===== config.mk =====
export PLATFORM = sky130hd
export DESIGN_NAME = spi_flash_writer
export DESIGN_NICKNAME = d
export VERILOG_FILES = /design/src/rtl/spi_flash_writer.sv
export SDC_FILE = /design/constraint.sdc
export NUM_CORES = 1
export LEC_CHECK = 0
export ABC_AREA = 1
export CAP_MARGIN = 20
export CORE_ASPECT_RATIO = 0.6
export CORE_MARGIN = 2
export CORE_UTILIZATION = 40
export DETAILED_ROUTE_END_ITERATION = 7
export MAX_ROUTING_LAYER = met4
export REMOVE_ABC_BUFFERS = 1
export SYNTH_ARGS = -nofsm -noshare
export SYNTH_HDL_FRONTEND = slang
export SYNTH_SLANG_ARGS = --single-unit

===== constraint.sdc =====
create_clock -name clk -period 1.9 [get_ports clk]
set_input_delay 0.38 -clock clk [delete_from_list [all_inputs] [get_ports clk]]
set_output_delay 0.38 -clock clk [all_outputs]
set_load 0.1 [all_outputs]

===== src/rtl/spi_flash_writer.sv =====
// spi_flash_writer: SPI NOR programmer (WREN, page program / 4 KiB sector erase, WIP polling).
// Latency: a rejected program reports done+error one cycle after start; other commands take SPI-bound time.
// Backpressure: every SPI byte and every source fetch waits for its toggle ack; starts are ignored unless idle.
// Ports: start_program/start_erase with flash_addr/src_addr/amount in; busy/done/error status out;
//   cs_n/spi_req/spi_d out and spi_ack/spi_q in for the byte SPI master; req/a out and ack/q in for the byte source.
`timescale 1ns/1ps
module spi_flash_writer #(
  parameter int          a_bits        = 14,
  parameter int          cs_gap_cycles = 10,
  parameter logic [23:0] poll_limit    = 24'd4000000
) (
  input  logic              clk,
  input  logic              reset_n,
  input  logic              start_program,
  input  logic              start_erase,
  input  logic [23:0]       flash_addr,
  input  logic [a_bits-1:0] src_addr,
  input  logic [8:0]        amount,
  output logic              busy,
  output logic              done,
  output logic              error,
  output logic              cs_n,
  output logic              spi_req,
  input  logic              spi_ack,
  output logic [7:0]        spi_d,
  input  logic [7:0]        spi_q,
  output logic              req,
  input  logic              ack,
  output logic [a_bits-1:0] a,
  input  logic [7:0]        q
);

  localparam int GW = (cs_gap_cycles > 1) ? $clog2(cs_gap_cycles) : 1;

  typedef enum logic [2:0] {S_IDLE, S_WREN, S_GAP, S_CMD, S_ADDR, S_DATA, S_PCMD, S_PRD} state_t;
  // What the gap leads into once cs_n has been high long enough.
  typedef enum logic [1:0] {AF_CMD, AF_POLL, AF_STAT} after_t;

  state_t state_q, state_d;
  after_t after_q, after_d;
  logic cs_n_q, cs_n_d, spi_req_q, spi_req_d, spi_iss_q, spi_iss_d;
  logic req_q, req_d, fetch_q, fetch_d, have_q, have_d;
  logic busy_q, busy_d, done_q, done_d, error_q, error_d, prog_q, prog_d, wip_q, wip_d;
  logic [7:0]        spi_d_q, spi_d_d, buf_q, buf_d;
  logic [a_bits-1:0] a_q, a_d, src_q, src_d;
  logic [23:0]       faddr_q, faddr_d, poll_q, poll_d;
  logic [8:0]        amount_q, amount_d, cnt_q, cnt_d, fidx_q, fidx_d;
  logic [GW-1:0]     gap_q, gap_d;

  logic       spi_fin, pg_ok, tx_en;
  logic [7:0] tx_byte;
  logic       unused_bits;

  assign unused_bits = ^spi_q[7:1];
  // The issued flag separates "transfer finished" from "nothing launched yet".
  assign spi_fin = spi_iss_q & ~(spi_req_q ^ spi_ack);
  // A program must be non-empty and stay inside one 256-byte page.
  assign pg_ok = (amount != 9'd0) && (({2'b00, flash_addr[7:0]} + {1'b0, amount}) <= 10'd256);

  always_comb begin
    state_d = state_q;  after_d = after_q;  cs_n_d = cs_n_q;
    spi_req_d = spi_req_q;  spi_iss_d = spi_iss_q;  spi_d_d = spi_d_q;
    req_d = req_q;  fetch_d = fetch_q;  have_d = have_q;  buf_d = buf_q;  a_d = a_q;
    busy_d = busy_q;  done_d = 1'b0;  error_d = error_q;  prog_d = prog_q;  wip_d = wip_q;
    src_d = src_q;  faddr_d = faddr_q;  poll_d = poll_q;  amount_d = amount_q;
    cnt_d = cnt_q;  fidx_d = fidx_q;  gap_d = gap_q;
    tx_en = 1'b0;  tx_byte = 8'h00;

    case (state_q)
      S_IDLE: begin
        if (start_erase || start_program) begin
          faddr_d = flash_addr;  src_d = src_addr;  amount_d = amount;
          poll_d = '0;  cnt_d = '0;  fidx_d = '0;  error_d = 1'b0;
          if (start_erase) begin          // erase wins a simultaneous start
            prog_d = 1'b0;  busy_d = 1'b1;  state_d = S_WREN;
          end else if (pg_ok) begin
            prog_d = 1'b1;  busy_d = 1'b1;  state_d = S_WREN;
          end else begin
            done_d = 1'b1;  error_d = 1'b1;
          end
        end
      end
      S_WREN: begin
        tx_en = 1'b1;  tx_byte = 8'h06;
        if (spi_fin) begin cs_n_d = 1'b1;  after_d = AF_CMD;  gap_d = '0;  state_d = S_GAP; end
      end
      S_GAP: begin
        gap_d = gap_q + GW'(1);
        if (gap_q == GW'(cs_gap_cycles - 1)) begin
          gap_d = '0;
          // cs_n drops on the exit edge so it is high for exactly cs_gap_cycles.
          if (after_q == AF_CMD) begin
            cs_n_d = 1'b0;  state_d = S_CMD;
          end else if (after_q == AF_POLL || (wip_q && poll_q != poll_limit)) begin
            cs_n_d = 1'b0;  state_d = S_PCMD;
          end else begin
            done_d = 1'b1;  busy_d = 1'b0;  error_d = wip_q;  state_d = S_IDLE;
          end
        end
      end
      S_CMD: begin
        tx_en = 1'b1;  tx_byte = prog_q ? 8'h02 : 8'h20;
        if (spi_fin) begin cnt_d = '0;  state_d = S_ADDR; end
      end
      S_ADDR: begin
        tx_en = 1'b1;
        case (cnt_q[1:0])
          2'd0:    tx_byte = faddr_q[23:16];
          2'd1:    tx_byte = faddr_q[15:8];
          default: tx_byte = faddr_q[7:0];
        endcase
        if (spi_fin) begin
          cnt_d = cnt_q + 9'd1;
          if (cnt_q == 9'd2) begin
            cnt_d = '0;
            if (prog_q) state_d = S_DATA;
            else begin cs_n_d = 1'b1;  after_d = AF_POLL;  state_d = S_GAP; end
          end
        end
      end
      S_DATA: begin
        // One-byte buffer: the next fetch runs while the previous byte shifts out.
        if (fetch_q && (req_q == ack)) begin
          buf_d = q;  have_d = 1'b1;  fetch_d = 1'b0;
        end else if (!fetch_q && !have_q && (fidx_q < amount_q)) begin
          a_d = src_q + a_bits'(fidx_q);
          req_d = ~req_q;  fetch_d = 1'b1;  fidx_d = fidx_q + 9'd1;
        end
        tx_en = have_q;  tx_byte = buf_q;
        if (have_q && !spi_iss_q) have_d = 1'b0;
        if (spi_fin) begin
          cnt_d = cnt_q + 9'd1;
          if (cnt_q == amount_q - 9'd1) begin cs_n_d = 1'b1;  after_d = AF_POLL;  state_d = S_GAP; end
        end
      end
      S_PCMD: begin
        tx_en = 1'b1;  tx_byte = 8'h05;
        if (spi_fin) state_d = S_PRD;
      end
      S_PRD: begin
        tx_en = 1'b1;  tx_byte = 8'h00;
        if (spi_fin) begin
          wip_d = spi_q[0];  poll_d = poll_q + 24'd1;
          cs_n_d = 1'b1;  after_d = AF_STAT;  state_d = S_GAP;
        end
      end
      default: state_d = S_IDLE;
    endcase

    if (spi_fin) begin
      spi_iss_d = 1'b0;
    end else if (tx_en && !spi_iss_q) begin
      spi_d_d = tx_byte;  spi_req_d = ~spi_req_q;  spi_iss_d = 1'b1;  cs_n_d = 1'b0;
    end
  end

  always_ff @(posedge clk or negedge reset_n) begin
    if (!reset_n) begin
      state_q <= S_IDLE;  after_q <= AF_CMD;  cs_n_q <= 1'b1;
      spi_req_q <= 1'b0;  spi_iss_q <= 1'b0;  spi_d_q <= 8'h00;
      req_q <= 1'b0;  fetch_q <= 1'b0;  have_q <= 1'b0;  buf_q <= 8'h00;  a_q <= '0;
      busy_q <= 1'b0;  done_q <= 1'b0;  error_q <= 1'b0;  prog_q <= 1'b0;  wip_q <= 1'b0;
      src_q <= '0;  faddr_q <= '0;  poll_q <= '0;  amount_q <= '0;
      cnt_q <= '0;  fidx_q <= '0;  gap_q <= '0;
    end else begin
      state_q <= state_d;  after_q <= after_d;  cs_n_q <= cs_n_d;
      spi_req_q <= spi_req_d;  spi_iss_q <= spi_iss_d;  spi_d_q <= spi_d_d;
      req_q <= req_d;  fetch_q <= fetch_d;  have_q <= have_d;  buf_q <= buf_d;  a_q <= a_d;
      busy_q <= busy_d;  done_q <= done_d;  error_q <= error_d;  prog_q <= prog_d;  wip_q <= wip_d;
      src_q <= src_d;  faddr_q <= faddr_d;  poll_q <= poll_d;  amount_q <= amount_d;
      cnt_q <= cnt_d;  fidx_q <= fidx_d;  gap_q <= gap_d;
    end
  end

  assign busy    = busy_q;
  assign done    = done_q;
  assign error   = error_q;
  assign cs_n    = cs_n_q;
  assign spi_req = spi_req_q;
  assign spi_d   = spi_d_q;
  assign req     = req_q;
  assign a       = a_q;

endmodule

== Word-level counts from Yosys, hierarchy flattened ==
Cells that the tools add are included.

* Output and inout port bits: 28
* Input port bits: 69
* Register bits: 139

* Reductions and logical operators: 44
* $lt $le $gt $ge: 2
* Add/sub/neg operators: 7
* Equality and inequality tests: 31
* Bitwise operators: 7
* Mux-type cells: 80

{| class="wikitable"
|+ Operators by type and width
! operator !! count
|-
| $mux W9 || 7
|-
| $mux W24 || 2
|-
| $pmux W24 S2 || 1
|-
| $mux W3 || 14
|-
| $pmux W8 S5 || 1
|-
| $pmux W9 S4 || 1
|-
| $mux W1 || 34
|-
| $ne A2 B2 Y1 const B || 15
|-
| $add A24 B1 Y24 const B || 1
|-
| $ne A24 B22 Y1 const B || 1
|-
| $pmux W3 S7 || 1
|-
| $add A9 B1 Y9 const B || 2
|-
| $pmux W9 S2 || 1
|-
| $pmux W8 S2 || 1
|-
| $reduce_bool A2 Y1 || 8
|-
| $add A14 B9 Y14 || 1
|-
| $mux W2 || 7
|-
| $reduce_and A2 Y1 || 7
|-
| $eq A3 B3 Y1 const B || 4
|-
| $add A8 B9 Y10 || 1
|-
| $le A10 B9 Y1 const B || 1
|-
| $reduce_and A10 Y1 || 1
|-
| $reduce_and A5 Y1 || 2
|-
| $eq A9 B2 Y1 const B || 1
|-
| 33 further kinds || 56
|}

== Depth between registers and ports, before layout ==
Gate-level depths: netlist (run 1).

* Depth in word-level cells: 9
* Depth in mapped cells: 16

== Least setup slack after synthesis (run 1) ==
No wires, ideal clock.

* Kind: reg-to-reg
* From: register spi_req_q (netlist: spi_req)
* To: register poll_q[21]
* Setup time: 117 ps
* Data required time: 1783 ps
* Path slack: -402 ps
* Arrival: 2185 ps
* Cell stages (with the launch flop): 14
* Period minus slack after synthesis: 2302 ps
* Path buffers: 0
* Path through: dfrtp_1 inv_1 nand2_1 nand2_1 nor2_2 nand2_4 nand2_8 nand2_4 nor2_8 nand3_4 nor2_2 nand4_1 nor2_1 nor2_1

* Word-level cells in the longest chain between the ends: 5

{| class="wikitable"
|+ RTL lines
! what !! line !! RTL
|-
| start: declaration || 41 || <nowiki>logic cs_n_q, cs_n_d, spi_req_q, spi_req_d, spi_iss_q, spi_iss_d;</nowiki>
|-
| start signal: assignment || 167 || <nowiki>spi_req_q <= spi_req_d; spi_iss_q <= spi_iss_d; spi_d_q <= spi_d_d;</nowiki>
|-
| $xor A1 B1 Y1 || 56 || <nowiki>assign spi_fin = spi_iss_q & ~(spi_req_q ^ spi_ack);</nowiki>
|-
| $not A1 Y1 || 56 ||
|-
| $and A1 B1 Y1 || 56 ||
|-
| $ne A2 B2 Y1 (no source line) || - ||
|-
| $reduce_and A3 Y1 (no source line) || - ||
|-
| end signal: assignment || 170 || <nowiki>src_q <= src_d; faddr_q <= faddr_d; poll_q <= poll_d; amount_q <= amount_d;</nowiki>
|-
| end: declaration || 46 || <nowiki>logic [23:0] faddr_q, faddr_d, poll_q, poll_d;</nowiki>
|}

Every way passes these cells.
A chain may end at the register's enable or synchronous reset.

== Worst setup path after layout (run 1) ==
* From: register state_q[2]
* To: register poll_q[21]

* Word-level cells in the longest chain between the ends: 3
* Elaborated cells between the ends (all ways): 7
* Classes of those cells: 3 x eq/ne; 1 x mux; 3 x reduce/logical

{| class="wikitable"
|+ RTL lines
! what !! line !! RTL
|-
| start: declaration || 39 || <nowiki>state_t state_q, state_d;</nowiki>
|-
| start signal: assignment || 166 || <nowiki>state_q <= state_d; after_q <= after_d; cs_n_q <= cs_n_d;</nowiki>
|-
| $eq A3 B3 Y1 or $logic_not A3 Y1 (tied branches) || 69 || <nowiki>case (state_q)</nowiki>
|-
| $ne A2 B2 Y1 (no source line) or $reduce_bool A2 Y1 (tied branches) || - ||
|-
| $reduce_and A3 Y1 (no source line) || - ||
|}

Parallel ways exist; a longest one is shown, timed or not.

==> metrics, run 1 <==
Storage cell area 3486 um2; antenna violations before repair 0; max-slew violations 0; synthesized area 8215 um2; TritonCTS clock tree done; Core Util, Final 58.69%; Final Cycle Share 102.7%; worst vdd ir 1.132 mV; most common cell after layout, fill and taps aside nand2_1; I/O Pins 97; Worst Setup End Kind flip-flop; post-route setup slack -0.05154 ns; post-route ant nets 0; FMAX 512.4 MHz; CTS buffer count 17; n_diodes 0; DIE AREA 21740 um2; P&R area growth vs syn 43.38%; Crit Reg-Reg Endpoint poll_q[21]$_DFFE_PN0P_; M2 GR Usage 30.70%; CP arrival 2.27 ns; grt met1 use 35.15%; Post-DP HPWL 17290 um; Finished Cell Area 11780 um2; multi-input logic area 4825 um2; port bufs 89; Critical Path Start Type flip-flop; GRT Overall Usage 23.12%; Tmin final 1.952 ns; Synth async-reset ratio 100.0%; die height 115.0 um; Rows 40; Initial Util 40.94%; GR Util met3 5.281%; Synthesis Warnings 0; Final Hold Fails 0; Clock transition at path regs 0.06 ns; Routability Congestion 0.9013; critical path class flip-flop to flip-flop; Worst EP required 2.22 ns; worst skew pair latency 0.43 ns; EDFF count, synth 0; path depth of the worst reg2reg path 12; Die W 189.0 um; CTS Sinks 139; R2R Path Start state_q[2]$_DFFE_PN0P_; Root Buffer clkbuf_16; Avg Cell Area, Syn 7.628 um2; status finished with violations; Setup WS pre-CTS -0.8803 ns; synthesized flop and latch total 139; total core area 20070 um2; CP Capture Point poll_q[21]$_DFFE_PN0P_; Slew headroom 66.77%; vias per cell 4.928; vias in the first global route 7250; max cap viols 0; Setup Viol. Count Final 13; main flop type after synthesis dfrtp_1; failing checks setup timing; unrepaired setup endpoints after global routing yes; Routed WL 24130 um; Leak Pwr 5.712 nW; initial drt markers 509; Critical Path Fanout Max 7; Placement Cell Area 10310 um2; Final Instance Count excl. Fillers 1584; reg2reg setup slack -0.05 ns; clk buf depth 2; H-tree depth 4; sequential-to-total area share from yosys stat 42.35%; Mapped Cells 1077; drt wl/cell 15.24 um; Final TNS setup -0.2342 ns; Power Density 1492 nW/um2; busiest layer in global routing met1; via count 7806; worst setup path startpoint state_q[2]$_DFFE_PN0P_; Initial DRT Pass Iterations 5; placed cell count 1517; pin count of the biggest net entering global routing 47; worst hold path class primary input to flip-flop; Fin Clk Skew 0.007701 ns; slew of the pin with the lowest slew margin 0.4933 ns; synth unique cells 55; nets@finish 1404; most frequent cells in the layout nand2_1, dfrtp_1, buf_4; gr ovfl total 0; first-pass GRT wire length 38110 um; DRC 0; layout cell share with drive strength beyond 1 28.07%; fillers 1764
## metrics by stage
stage	hold WS (ns)	power [W]
2_1_floorplan	0.08441	0.009762
3_3_place_gp	0.3170	0.01285
3_5_place_dp	0.3141	0.01290
4_1_cts	0.2858	0.01678
5_1_grt	0.2171	0.01872
6_report	0.2037	0.01757
## per-layer routing
metal,vias up,part of all wire [%]
met1,3590,53
met5,-,0
met2,257,40
met4,0,0.90
met3,20,6.7
li1,3939,-
## critical path, stage by stage (launching register included)
cell,delay [ns]
dfrtp_2,0.45
nor2_4,0.19
nand2_4,0.08
nor2_4,0.16
clkinv_4,0.11
nand2_8,0.12
nand2_8,0.06
nor2_8,0.11
nand3_4,0.18
nor2_4,0.14
nand4_1,0.09
nor2_1,0.10
nor2_1,0.05
## cell usage after synthesis (9+ instances only)
cell / instances / share of area [%]
inv_2: 11 / 0.50
clkbuf_1: 14 / 0.64
ha_1: 35 / 5.3
nand4_1: 12 / 0.91
xnor2_1: 12 / 1.3
o21ai_2: 9 / 0.96
nand2_1: 361 / 16
a21oi_1: 47 / 2.9
nand3_1: 77 / 4.7
o21ai_0: 58 / 3.5
nor3_1: 12 / 0.73
dfrtp_1: 138 / 42
or2_2: 11 / 0.84
xor2_1: 16 / 1.7
nor2_1: 79 / 3.6
inv_1: 96 / 4.4
## worst min-delay path by stage
stage          slack [ns]                      to          start  cells past startpoint
2_1_floorplan        0.08        a[0]$_DFFE_PN0P_        reset_n                      0
5_1_grt              0.22  faddr_q[0]$_DFFE_PN0P_  flash_addr[0]                      3
3_3_place_gp         0.32    src_q[0]$_DFFE_PN0P_        reset_n                      1
3_5_place_dp         0.31    src_q[0]$_DFFE_PN0P_        reset_n                      1
4_1_cts              0.29  faddr_q[0]$_DFFE_PN0P_  flash_addr[0]                      3
6_report             0.20  faddr_q[0]$_DFFE_PN0P_  flash_addr[0]                      3
## timing repair
item,CTS,global route
gates resized for setup,68,121
setup buffers,10,23
gates cloned,2,1
setup endpoints to repair,30,52
hold endpoints to repair,31,0
hold buffers,1,0
pin swaps,17,34
## flip-flops by register name, summed over array words and instances (netlist names), 2 cells and up
register  cells
amount_q      9
after_q       2
buf_q         8
a            14
faddr_q      24
gap_q         4
spi_d         8
fidx_q        9
state_q       3
cnt_q         9
src_q        14
poll_q       24
## kinds of logic after synthesis
group	Yosys count	share of synthesized area, %
AOI/OAI and AO/OA	153	10.71
DFF	139	42.35
xor gates and xnor gates	28	2.985
muxes	1	0.1371
adders and majority gates	37	5.818
and+or+nand+nor	590	31.85
buffers and inverters	129	6.153
## area by class of cell
class                           count  area share, %
Clock buffer                       25          4.206
Clock inverter                      7         0.7436
Inverter                          109          3.633
Multi-Input combinational cell    811          40.96
Sequential cell                   139          29.59
Tap cell                          273          2.900
Timing Repair Buffer              220          17.96
## where the power goes
part           switching (W)  internal [W]
clock                0.00128       0.00206
combinational        0.00579       0.00360
sequential          0.000860       0.00397
No activity file was read; power rests on OpenSTA's default activity.
==> run 2, diff against run 1 <==
--- a/config.mk
+++ b/config.mk
@@ -9,10 +9,12 @@
 export CAP_MARGIN = 20
 export CORE_ASPECT_RATIO = 0.6
 export CORE_MARGIN = 2
-export CORE_UTILIZATION = 40
+export CORE_UTILIZATION = 50
 export DETAILED_ROUTE_END_ITERATION = 7
 export MAX_ROUTING_LAYER = met4
+export PLACE_DENSITY = 0.75
 export REMOVE_ABC_BUFFERS = 1
 export SYNTH_ARGS = -nofsm -noshare
 export SYNTH_HDL_FRONTEND = slang
 export SYNTH_SLANG_ARGS = --single-unit
+export TNS_END_PERCENT = 5
==> run 2 against run 1 <==
Against the previous run:
- the flow still finishes with violations (setup timing)
- critical path depth did not move
- clock skew rose by 0.0031 ns
- via count rose by 1.1%
- critical endpoint is now state_q[0]$_DFFE_PN0P_
- sequential power barely moved
- final area fell by 3.5%
- register-to-register slack barely moved
- combinational power fell by 4.9%
- sequential share of layout area rose by 1.0 points
- utilization rose by 12 points
- final cell count fell by 5.7%
- hold slack improved by 0.063 ns
- die area fell by 19%
==> metrics, run 2 (same netlist as run 1, synthesis figures left out) <==
Largest stage delay, worst path 0.39 ns (-0.06 ns); initial drt markers 746 (+47%); most frequent cells in the layout nand2_1, dfrtp_1, buf_4; Root Buffer clkbuf_16; busiest layer in global routing met1; worst vdd ir 1.299 mV (+15%); status finished with violations; Fin Clk Skew 0.01077 ns (+0.003073 ns); nets@finish 1377 (-1.9%); leading registers by flop count faddr_q: 24 flops, poll_q: 24 flops; post-route ant nets 0 (unchanged); max cap viols 0 (unchanged); n_diodes 0 (unchanged); most common cell after layout, fill and taps aside nand2_1; DRC 0 (unchanged); reg2reg setup slack -0.04 ns (about the same); max-slew violations 0 (unchanged); critical path class flip-flop to flip-flop; vias per cell 5.286 (+7.3%); Die W 169.5 um (-10%); port bufs 89 (unchanged); CP arrival 2.25 ns (-0.02 ns); Finished Cell Area 11370 um2 (-3.5%); Post-DP HPWL 16870 um (-2.4%); via count 7892 (+1.1%); crit-path cells inv_2 > ha_4 > nand2_2 > and2_1 > nor2_1 > nand3_2 > nor2_4 > nand3_4 > a21oi_4 > nand2_1 > nand2_1 > nand2_1; Setup WS pre-CTS -0.8304 ns (+0.04988 ns); Clock transition at path regs 0.06 ns (about the same); clk buf depth 2 (unchanged); gr ovfl total 0 (unchanged); first-pass GRT wire length 37520 um (-1.5%); total core area 16170 um2 (-19%); M2 GR Usage 40.35% (+9.6 points); I/O Pins 97 (unchanged); slowest stage cell, crit path dfrtp_1; Rows 36 (-10%); Placement Cell Area 10190 um2 (-1.1%); worst hold path class primary input to flip-flop; layout cell share with drive strength beyond 1 24.69% (-3.4 points); DIE AREA 17510 um2 (-19%); GR Util met3 4.909% (-0.37 points); Final Cycle Share 102.0% (-0.71 points); Leak Pwr 5.564 nW (-2.6%); CTS Sinks 139 (unchanged); drt wl/cell 15.38 um (+0.98%); Setup Viol. Count Final 2 (-11); GRT Overall Usage 28.31% (+5.2 points); Critical Path Fanout Max 4 (-3); die height 103.3 um (-10%); Routed WL 22970 um (-4.8%); Final TNS setup -0.06476 ns (+0.1694 ns); pin count of the biggest net entering global routing 46 (-2.1%); Power Total 0.01728 W (-1.7%); Tmin final 1.938 ns (-0.01351 ns); H-tree depth 4 (unchanged); Initial Util 50.80% (+9.9 points); unrepaired setup endpoints after global routing yes; Slew headroom 62.37% (-4.4 points); Final Hold Fails 0 (unchanged); post-route setup slack -0.03802 ns (+0.01352 ns); CP dominant cell by count nand2_1; Routability Congestion 0.9154 (+1.6%); Critical Path Start Type flip-flop; Power Density 1519 nW/um2 (+1.8%); grt met1 use 41.80% (+6.6 points); Worst EP required 2.21 ns (about the same); vias in the first global route 7434 (+2.5%); failing checks setup timing; TritonCTS clock tree done; antenna violations before repair 0 (unchanged); CTS buffer count 17 (unchanged); FMAX 516.0 MHz (+0.70%); Worst Setup End Kind flip-flop; Initial DRT Pass Iterations 5 (unchanged); P&R area growth vs syn 38.43%; worst skew pair latency 0.43 ns (about the same); slew of the pin with the lowest slew margin 0.5639 ns (+0.07063 ns)
run 2: cell type report:
cell class,count,area [um2]
fillers,1254,4798
multi-input cells,811,4693
flip-flops and latches,139,3482
repair buffers,193,1893
clock buffers,18,439.2
inverters,109,420.4
well taps,209,261.5
clock inverters,14,182.7
run 2: per-stage QoR:
stage | cells | util, % | hold slack [ns]
6_report | 1493 | 70.33 | 0.2667
5_1_grt | 1493 | 70.33 | 0.2735
4_1_cts | 1490 | 68.78 | 0.3813
3_5_place_dp | 1450 | 63.04 | 0.2811
3_3_place_gp | 1450 | 63.04 | 0.2764
2_1_floorplan | 1057 | - | 0.08441
run 2: final timing paths:
kind / end / cells past startpoint / from
max in group asynchronous: state_q[0]$_DFFE_PN0P_ / 3 / reset_n
min: faddr_q[5]$_DFFE_PN0P_ / 3 / flash_addr[5]
max reg2reg: state_q[0]$_DFFE_PN0P_ / 12 / amount_q[0]$_DFFE_PN0P_
min in group asynchronous: src_q[3]$_DFFE_PN0P_ / 2 / reset_n
max: state_q[0]$_DFFE_PN0P_ / 12 / amount_q[0]$_DFFE_PN0P_
min reg2reg: faddr_q[14]$_DFFE_PN0P_ / 2 / faddr_q[14]$_DFFE_PN0P_
run 2: timing repair:
item,CTS,global route
buffers inserted,5,3
setup endpoints to repair,20,52
hold buffers,1,0
gates cloned,2,0
pin swaps,28,24
endpoints found under the hold margin,24,0
gates resized for setup,65,70
run 2: power breakdown:
group          switching, W  leakage (nW)  internal (W)  total [W]
logic               0.00564          3.47       0.00329    0.00893
registers          0.000863          1.80       0.00396    0.00483
clock network       0.00139         0.295       0.00213    0.00352
run 2: worst max-delay path, delay by kind of cell, from the launching register on:
kind	cells	cell delay (ns)
buffers and inverters	1	0.09
AND/OR/NAND/NOR	9	1.00
flip-flops	1	0.39
adder cells (fa/ha/maj)	1	0.16
AO/OA/AOI/OAI	1	0.20
run 2: per-layer routing:
layer	routed length, um	up-vias
met2	9522	265
met3	1540	28
met4	340	0
met5	0	-
met1	11570	3698
li1	-	3901
